===== src/rtl/startup_seq_pkg.sv =====
// Shared state definitions for the startup sequencer.
package startup_seq_pkg;

    localparam int unsigned STATE_W = 4;

    // One-hot encodings; state_o exposes these values directly.
    typedef enum logic [STATE_W-1:0] {
        ST_IDLE = 4'b0001,
        ST_INIT = 4'b0010,
        ST_STRT = 4'b0100,
        ST_STOP = 4'b1000
    } state_t;

endpackage


===== src/rtl/startup_seq_fsm_timer.sv =====
// Loadable down-counter used for the INIT and STOP dwell times.
module seq_timer #(
    parameter int unsigned W = 8
) (
    input  logic         clk,
    input  logic         rst_n,
    input  logic         clr,
    input  logic         load,
    input  logic [W-1:0] load_val,
    input  logic         dec,
    output logic [W-1:0] value,
    output logic         zero
);

    // Clear beats load beats decrement; decrement stops at zero.
    always_ff @(posedge clk or negedge rst_n) begin
        if (!rst_n) begin
            value <= '0;
        end else if (clr) begin
            value <= '0;
        end else if (load) begin
            value <= load_val;
        end else if (dec && (value != '0)) begin
            value <= value - 1'b1;
        end
    end

    assign zero = (value == '0);

endmodule


===== src/rtl/startup_seq_fsm.sv =====
// Startup sequencer: IDLE -> INIT -> STRT -> STOP -> IDLE with abort and run counter.
module startup_seq_fsm
    import startup_seq_pkg::*;
#(
    parameter int unsigned INIT_CYCLES = 4,
    parameter int unsigned STOP_CYCLES = 2,
    parameter int unsigned CNT_W       = 8
) (
    input  logic               clock_i,
    input  logic               reset_ni,
    input  logic               enable_i,
    input  logic               clear_i,
    input  logic               stop_i,
    output logic [STATE_W-1:0] state_o,
    output logic               busy_o,
    output logic               ready_o,
    output logic               done_o,
    output logic [CNT_W-1:0]   run_cnt_o
);

    state_t             state_q;
    logic               tmr_clr;
    logic               tmr_load;
    logic [CNT_W-1:0]   tmr_load_val;
    logic               tmr_dec;
    logic [CNT_W-1:0]   tmr_value;
    logic               tmr_zero;

    seq_timer #(
        .W (CNT_W)
    ) u_timer (
        .clk      (clock_i),
        .rst_n    (reset_ni),
        .clr      (tmr_clr),
        .load     (tmr_load),
        .load_val (tmr_load_val),
        .dec      (tmr_dec),
        .value    (tmr_value),
        .zero     (tmr_zero)
    );

    // Timer control derived from the current state and this cycle's requests.
    always_comb begin
        tmr_clr      = 1'b0;
        tmr_load     = 1'b0;
        tmr_load_val = '0;
        tmr_dec      = 1'b0;
        if (clear_i) begin
            tmr_clr = 1'b1;
        end else begin
            case (state_q)
                ST_IDLE: begin
                    if (enable_i) begin
                        tmr_load     = 1'b1;
                        tmr_load_val = CNT_W'(INIT_CYCLES - 1);
                    end
                end
                ST_INIT: tmr_dec = enable_i && !tmr_zero;
                ST_STRT: begin
                    if (stop_i) begin
                        tmr_load     = 1'b1;
                        tmr_load_val = CNT_W'(STOP_CYCLES - 1);
                    end
                end
                ST_STOP: tmr_dec = !tmr_zero;
                default: tmr_clr = 1'b1;
            endcase
        end
    end

    // State register plus flags computed from the next state so they line up with state_o.
    always_ff @(posedge clock_i or negedge reset_ni) begin
        if (!reset_ni) begin
            state_q   <= ST_IDLE;
            busy_o    <= 1'b0;
            ready_o   <= 1'b0;
            done_o    <= 1'b0;
            run_cnt_o <= '0;
        end else begin
            done_o <= 1'b0;
            if (clear_i) begin
                state_q   <= ST_IDLE;
                busy_o    <= 1'b0;
                ready_o   <= 1'b0;
                run_cnt_o <= '0;
            end else begin
                case (state_q)
                    ST_IDLE: begin
                        if (enable_i) begin
                            state_q <= ST_INIT;
                            busy_o  <= 1'b1;
                        end
                    end
                    ST_INIT: begin
                        if (enable_i && tmr_zero) begin
                            state_q   <= ST_STRT;
                            busy_o    <= 1'b0;
                            ready_o   <= 1'b1;
                            run_cnt_o <= '0;
                        end
                    end
                    ST_STRT: begin
                        if (stop_i) begin
                            state_q <= ST_STOP;
                            busy_o  <= 1'b1;
                            ready_o <= 1'b0;
                        end else if (run_cnt_o != '1) begin
                            run_cnt_o <= run_cnt_o + 1'b1;
                        end
                    end
                    ST_STOP: begin
                        if (tmr_zero) begin
                            state_q   <= ST_IDLE;
                            busy_o    <= 1'b0;
                            done_o    <= 1'b1;
                            run_cnt_o <= '0;
                        end
                    end
                    default: begin
                        state_q   <= ST_IDLE;
                        busy_o    <= 1'b0;
                        ready_o   <= 1'b0;
                        run_cnt_o <= '0;
                    end
                endcase
            end
        end
    end

    assign state_o = state_q;

endmodule


===== config.mk =====
export PLATFORM = sky130hd
export DESIGN_NAME = startup_seq_fsm
export DESIGN_NICKNAME = d
export VERILOG_FILES = /design/src/rtl/startup_seq_pkg.sv /design/src/rtl/startup_seq_fsm_timer.sv /design/src/rtl/startup_seq_fsm.sv
export SDC_FILE = /design/constraint.sdc
export NUM_CORES = 1
export LEC_CHECK = 0
export CORE_MARGIN = 4
export CORE_UTILIZATION = 58
export DETAILED_ROUTE_END_ITERATION = 6
export GPL_TIMING_DRIVEN = 0
export PLACE_DENSITY = 0.92
export SYNTH_ARGS = -nofsm -noshare
export SYNTH_HDL_FRONTEND = slang
export SYNTH_HIERARCHICAL = 1
export SYNTH_SLANG_ARGS = --single-unit

===== constraint.sdc =====
create_clock -name clock_i -period 4.2 [get_ports clock_i]
set_input_delay 0.63 -clock clock_i [delete_from_list [all_inputs] [get_ports clock_i]]
set_output_delay 0.63 -clock clock_i [all_outputs]
set_load 0.02 [all_outputs]

# Word level (Yosys, flattened, before mapping)
# Index checks and enable logic that the tools add are counted.
[totals] input_bits=5 output_inout_bits=15 ff_bits=23 word_cells=73
[op_classes] n_addsub=2 mux=40 reduce_logical=12 eq_ne=13
[op_table] operator="8-bit 2-to-1 mux" count=8
[op_table] operator="8-bit case mux with 4 select lines" count=1
[op_table] operator="4-bit 2-to-1 mux" count=5
[op_table] operator="1-bit 2-to-1 mux" count=18
[op_table] operator="3-bit inequality test (second input constant)" count=6
[op_table] operator="4-bit case mux with 4 select lines" count=1
[op_table] operator="8-bit by 1-bit adder with 8-bit output (second input constant)" count=1
[op_table] operator="8-bit logical NOT" count=1
[op_table] operator="8-bit inequality test (second input constant)" count=1
[op_table] operator="8-bit nonzero test" count=1
[op_table] operator="8-bit by 1-bit subtractor with 8-bit output (second input constant)" count=1
[op_table] operator="5-bit AND reduction" count=1
[op_table] operator="4-bit by 1-bit equality test with 1-bit output (second input constant)" count=1
[op_table] operator="4-bit by 2-bit equality test with 1-bit output (second input constant)" count=1
[op_table] operator="4-bit by 3-bit equality test with 1-bit output (second input constant)" count=1
[op_table] operator="4-bit equality test (second input constant)" count=1
[op_table] operator="2-bit 2-to-1 mux" count=2
[op_table] operator="1-bit case mux with 2 select lines" count=2
[op_table] operator="1-bit case mux with 4 select lines" count=1
[op_table] operator="2-bit case mux with 2 select lines" count=1
[op_table] operator="4-bit AND reduction" count=1
[op_table] operator="4-bit OR reduction" count=1
[op_table] operator="1-bit logical AND" count=3
[op_table] operator="1-bit case mux with 3 select lines" count=1
[op_table] operator="6 further kinds" count=6

# Longest topological paths before layout
[depth] depth_word=9 ltp_mapped=12 ltp_nobuf=11

# Hierarchy
# The synthesis kept the hierarchy.
[by_module_without_submodules] mod="startup_seq_fsm" n_inst=1 cells_each=102 seq_area_each_um2=376.6 area_per_inst_um2=940.9
[by_module_without_submodules] mod="seq_timer" n_inst=1 cells_each=61 seq_area_each_um2=200.2 area_per_inst_um2=555.5

# Worst setup path before layout
# No wires, ideal clock.
[synth_timing] path_kind="reg2reg" startpoint="register u_timer.value[0]" endpoint="register u_timer.value[7]" path_stages_with_launch=13 n_path_buf=1 t_required_ns=4.113 slack_ns=1.641 arrival_time_ns=2.472 synth_period_minus_slack_ns=2.559 setup_time_ns=0.087 cell_sequence="dfrtp_1 inv_1 ha_1 nor4b_2 nand2_1 inv_1 nand4bb_1 clkbuf_1 o21ai_0 nor3b_1 nor4b_2 xnor2_1 a211oi_2"
[synth_between] elab_chain_cells=7 elab_cells_between_ends=12 classes_between="add/sub: 1; mux: 5; reduce/logical: 6"
[synth_lines] item="start: declaration" line_no="startup_seq_fsm_timer.sv:11" source="output logic [W-1:0] value,"
[synth_lines] item="start signal: assignment" line_no="startup_seq_fsm_timer.sv:22" source="value <= load_val;"
[synth_lines] item="start signal: assignment" line_no="startup_seq_fsm_timer.sv:24" source="value <= value - 1'b1;"
[synth_lines] item="8-bit logical NOT *" line_no="startup_seq_fsm_timer.sv:28" source="assign zero = (value == '0);"
[synth_lines] item="named net tmr_zero" line_no="startup_seq_fsm.sv:27" source="logic tmr_zero;"
[synth_lines] item="1-bit logical NOT *" line_no="startup_seq_fsm.sv:58, startup_seq_fsm.sv:65"
[synth_lines] item="1-bit logical AND" line_no="startup_seq_fsm.sv:58" source="ST_INIT: tmr_dec = enable_i && !tmr_zero;"
[synth_lines] item="1-bit case mux with 2 select lines *" line_no="startup_seq_fsm.sv:51" source="case (state_q)"
[synth_lines] item="1-bit 2-to-1 mux *" line_no="startup_seq_fsm.sv:48" source="if (clear_i) begin"
[synth_lines] item="named net tmr_dec" line_no="startup_seq_fsm.sv:25" source="logic tmr_dec;"
[synth_lines] item="1-bit logical AND *" line_no="startup_seq_fsm_timer.sv:23" source="end else if (dec && (value != '0)) begin"
[synth_lines] item="3-bit nonzero test (no source line) *"
# Mark *: on every way through the listed nets, which the timed path passes. The rest lies on a longest branch. The select of a mux whose other input is x is not followed.
# A chain may end at the register's enable or synchronous reset.

# Worst setup path in the final report
[layout_timing] startpoint="input port clear_i" endpoint="register u_timer.value[7]"
[layout_between] elab_chain_cells=3 elab_cells_between_ends=7 classes_between="mux: 5; reduce/logical: 2"
[layout_lines] item="start: declaration" line_no="startup_seq_fsm.sv:12" source="input logic clear_i,"
[layout_lines] item="1-bit 2-to-1 mux" line_no="startup_seq_fsm.sv:48"
[layout_lines] item="named net tmr_dec" line_no="startup_seq_fsm.sv:25"
[layout_lines] item="1-bit logical AND" line_no="startup_seq_fsm_timer.sv:23"
[layout_lines] item="3-bit nonzero test (no source line)"
# The timed path passes the listed nets, and every way through them passes these cells.

==> impl_metrics.prom <==
# TYPE chip_impl_metric gauge
chip_impl_info{name="timing.critical_path.to",value="u_timer/value[7]"} 1
chip_impl_metric{name="layout_worst_path_cycle_share",unit="%"} 77.0
chip_impl_metric{name="insertedDiodeCount",unit=""} 0
chip_impl_metric{name="mapped_cells",unit=""} 163
chip_impl_info{name="hp-class",value="flop to flop"} 1
chip_impl_metric{name="floorplan.initialDensity",unit="%"} 60.4
chip_impl_metric{name="cts_setup_buffers",unit=""} 0
chip_impl_metric{name="clock_sinks",unit=""} 23
chip_impl_info{name="worst_setup_path_end_kind",value="flop"} 1
chip_impl_info{name="synth.area.top_cells",value="sky130_fd_sc_hd__dfrtp_1, sky130_fd_sc_hd__nand2_1, sky130_fd_sc_hd__o21ai_0"} 1
chip_impl_metric{name="grt_antenna_before_repair",unit=""} 0
chip_impl_metric{name="htreeDepth",unit=""} 1
chip_impl_metric{name="share_of_layout_cells_above_drive_strength_1",unit="%"} 12.6
chip_impl_metric{name="yosysSeqAreaShare",unit="%"} 38.5
chip_impl_metric{name="finish.net_count",unit=""} 200
chip_impl_metric{name="worst-r2r-setup-slack",unit="ps"} 1020
chip_impl_metric{name="placed_area",unit="um^2"} 1740
chip_impl_metric{name="clk_latency",unit="ps"} 330
chip_impl_metric{name="drt-pass1-iter-count",unit=""} 4
chip_impl_metric{name="fp.dieH",unit="um"} 58.8
chip_impl_metric{name="fin_tns_setup",unit="ps"} 0
chip_impl_info{name="outcome",value="completed"} 1
chip_impl_metric{name="reg2reg_depth",unit=""} 12
chip_impl_metric{name="wl_met1",unit="um"} 1440
chip_impl_metric{name="hpwl",unit="um"} 2680
chip_impl_metric{name="synth_seq_cells",unit=""} 23
chip_impl_metric{name="fmaxAchievable",unit="MHz"} 309
chip_impl_metric{name="route.met3.wl",unit="um"} 128
chip_impl_metric{name="maximum_number_of_pins_on_one_net_before_global_route_repair",unit=""} 24
chip_impl_info{name="critical_path.reg2reg.endpoint",value="u_timer/value[7]"} 1
chip_impl_metric{name="postRouteAntennaNets",unit=""} 0
chip_impl_metric{name="static_leakage",unit="nW"} 0.733
chip_impl_metric{name="clockBufferDepth",unit=""} 2
chip_impl_metric{name="cts_inserted_buffers",unit=""} 3
chip_impl_metric{name="wirelength",unit="um"} 3590
chip_impl_metric{name="post_cts_resized",unit=""} 0
chip_impl_metric{name="first_iter_violations",unit=""} 59
chip_impl_metric{name="maxSlewHeadroom",unit="%"} 30.8
chip_impl_info{name="ctsRootBufferMaster",value="sky130_fd_sc_hd__clkbuf_4"} 1
chip_impl_metric{name="timing.clock.skew",unit="ps"} 8.37
chip_impl_metric{name="final_weighted_congestion_of_routability_driven_global_placement",unit=""} 0.893
chip_impl_metric{name="critical_path.max_fanout",unit=""} 8
chip_impl_metric{name="detailed_route_wire_length_per_cell",unit="um"} 16.3
chip_impl_info{name="synth.largest_area_cell",value="sky130_fd_sc_hd__dfrtp_1"} 1
chip_impl_metric{name="boundaryPins",unit=""} 20
chip_impl_metric{name="finalSetupViolCount",unit=""} 0
chip_impl_metric{name="mappedNetlistArea",unit="um^2"} 1500
chip_impl_info{name="post-synth-top-count-cell",value="sky130_fd_sc_hd__dfrtp_1"} 1
chip_impl_metric{name="drt_drc_violations_left",unit=""} 0
chip_impl_info{name="rsz_0062_raised_after_global_routing",value="false"} 1
chip_impl_metric{name="power.density_cell_area",unit="nW/um^2"} 305
chip_impl_metric{name="final_max_slew_viol_count",unit=""} 0
chip_impl_info{name="tritoncts",value="yes"} 1
chip_impl_metric{name="clk_pin_slew_worst_paths",unit="ps"} 130
chip_impl_metric{name="synthesis.area_per_instance",unit="um^2"} 9.18
chip_impl_metric{name="die_x",unit="um"} 58.8
chip_impl_info{name="rr_startpoint",value="u_timer/value[0]"} 1
chip_impl_metric{name="yosys.area.top_type_share",unit="%"} 36.8
chip_impl_metric{name="required",unit="ps"} 4450
chip_impl_metric{name="dr_total_vias",unit=""} 1368
chip_impl_metric{name="core_area",unit="um^2"} 2480
chip_impl_info{name="top_layer_used",value="met4"} 1
chip_impl_info{name="ys_top_cells_by_count",value="sky130_fd_sc_hd__dfrtp_1, sky130_fd_sc_hd__nand2_1, sky130_fd_sc_hd__o21ai_0"} 1
chip_impl_metric{name="synth.lib_cells_used.distinct",unit=""} 52
chip_impl_metric{name="overflow",unit=""} 0
chip_impl_metric{name="worst-slew-pin-transition",unit="ps"} 1040
chip_impl_metric{name="io_buffers",unit=""} 19
chip_impl_metric{name="areaGrowthSynthToFinish",unit="%"} 18.2
chip_impl_info{name="setup.worst_path.class",value="primary input to flop"} 1
chip_impl_metric{name="hold_viol",unit=""} 0
chip_impl_metric{name="grt_pass1_vias",unit=""} 1398
chip_impl_metric{name="cts_hold_buf",unit=""} 0
chip_impl_metric{name="synth_enable_flop_cells",unit=""} 0
chip_impl_metric{name="period_needed",unit="ps"} 3230
chip_impl_metric{name="placement_rows",unit=""} 18
chip_impl_metric{name="cap_violations",unit=""} 0
chip_impl_metric{name="dieArea",unit="um^2"} 3460
chip_impl_info{name="yosys_most_used_dff",value="sky130_fd_sc_hd__dfrtp_1"} 1
chip_impl_info{name="crit_path_start",value="clear_i"} 1
chip_impl_metric{name="drt-vias-per-instance",unit=""} 6.19
chip_impl_metric{name="power.ir.vdd_worst",unit="V"} 0.000270
chip_impl_metric{name="track_usage",unit="%"} 23.6
chip_impl_metric{name="ys.warnings.count",unit=""} 6
chip_impl_metric{name="async_flop_share",unit="%"} 100
chip_impl_metric{name="global_route_wire_length_before_repair",unit="um"} 6220
chip_impl_metric{name="met2WireLength",unit="um"} 1940
chip_impl_metric{name="crit_arrival",unit="ps"} 3490
chip_impl_metric{name="design_area",unit="um^2"} 1770
chip_impl_info{name="worst_setup_path_start_kind",value="primary input"} 1
through the flow:
stage | power [mW] | instances | worst slack (ps) | util [%] | hold slack (ps)
final | 0.540 | 221 | 967 | 71.4 | 552
after floorplan | 0.380 | 168 | 1640 | - | 334
after global routing | 0.571 | 221 | 725 | 71.4 | 568
after CTS | 0.544 | 221 | 1070 | 71.4 | 559
after global placement | 0.423 | 217 | 924 | 70.4 | 512
after detailed placement | 0.435 | 217 | 730 | 70.4 | 525
critical path: stages:
cell and delay (ps):
sky130_fd_sc_hd__clkdlybuf4s50_1 530, sky130_fd_sc_hd__nor3_1 400, sky130_fd_sc_hd__nand4bb_1 140, sky130_fd_sc_hd__clkbuf_1 250
sky130_fd_sc_hd__o21ai_0 250, sky130_fd_sc_hd__nor3b_1 560, sky130_fd_sc_hd__nor4b_2 370, sky130_fd_sc_hd__xnor2_1 130
sky130_fd_sc_hd__a211oi_2 220
sequential cells by signal (all words and copies together) (netlist names):
register / flops
run_cnt_o: 8
u_timer/value: 8
state_o: 4
busy_o: 1
done_o: 1
ready_o: 1
cells in the final DEF, fill, tap and decap left out, types with 2 or more instances in the layout:
master,n
sky130_fd_sc_hd__nor3_1,5
sky130_fd_sc_hd__nand2b_1,3
sky130_fd_sc_hd__inv_1,9
sky130_fd_sc_hd__nand3_1,4
sky130_fd_sc_hd__nand4_1,6
sky130_fd_sc_hd__a31oi_1,2
sky130_fd_sc_hd__o22ai_1,2
sky130_fd_sc_hd__o21ai_0,11
sky130_fd_sc_hd__ha_1,3
sky130_fd_sc_hd__clkbuf_1,4
sky130_fd_sc_hd__or3_1,5
sky130_fd_sc_hd__xnor2_1,5
sky130_fd_sc_hd__clkdlybuf4s50_1,19
sky130_fd_sc_hd__a21oi_1,9
sky130_fd_sc_hd__clkbuf_4,3
sky130_fd_sc_hd__nand2_1,16
sky130_fd_sc_hd__nor2_1,10
sky130_fd_sc_hd__xor2_1,2
sky130_fd_sc_hd__conb_1,6
sky130_fd_sc_hd__nor4b_2,2
sky130_fd_sc_hd__dfrtp_1,22
sky130_fd_sc_hd__buf_6,3
sky130_fd_sc_hd__o31ai_1,2
sky130_fd_sc_hd__or4_1,3
sky130_fd_sc_hd__a211oi_1,6
final cells by class:
class	instances	area, um^2
Clock buffer	4	26.3
Buffer	8	53.8
Inverter	9	33.8
Timing Repair Buffer	19	190
Sequential cell	23	577
Multi-Input combinational cell	128	851
Fill cell	190	708
Tap cell	30	37.5
worst min-delay path by stage:
stage	startpoint	endpoint	slack, ps	cells past startpoint
3_3_place_gp	ready_o	ready_o	510	2
6_report	ready_o	ready_o	550	2
4_1_cts	ready_o	ready_o	560	2
2_1_floorplan	reset_ni	busy_o	330	0
3_5_place_dp	ready_o	ready_o	530	2
5_1_grt	ready_o	ready_o	570	2
logic make-up (layout without fill, tap and decap cells):
group	Yosys count	in the layout	share of synthesized area, %
compound gates	38	38	16.6
xor+xnor	7	7	4.10
fa+ha+maj	3	3	2.51
buf+inv	17	40	5.85
flops	23	23	38.5
mux	2	2	1.67
other cells	1	6	0.251
simple gates	72	72	30.5
power breakdown:
group	switching [mW]	total, mW	internal, mW
combinational	0.105	0.178	0.0733
sequential	0.0171	0.254	0.237
clock	0.0703	0.108	0.0373
total	0.193	0.540	0.347
routing by layer:
| metal | up-vias | global-route usage [%] |
|---|---|---|
| li1 | 647 | - |
| met1 | 673 | 26.4 |
| met2 | 41 | 43.4 |
| met3 | 7 | 2.41 |
| met4 | 0 | 12.6 |
| met5 | - | 0 |
Note: power is estimated with default switching activity, not from simulation.
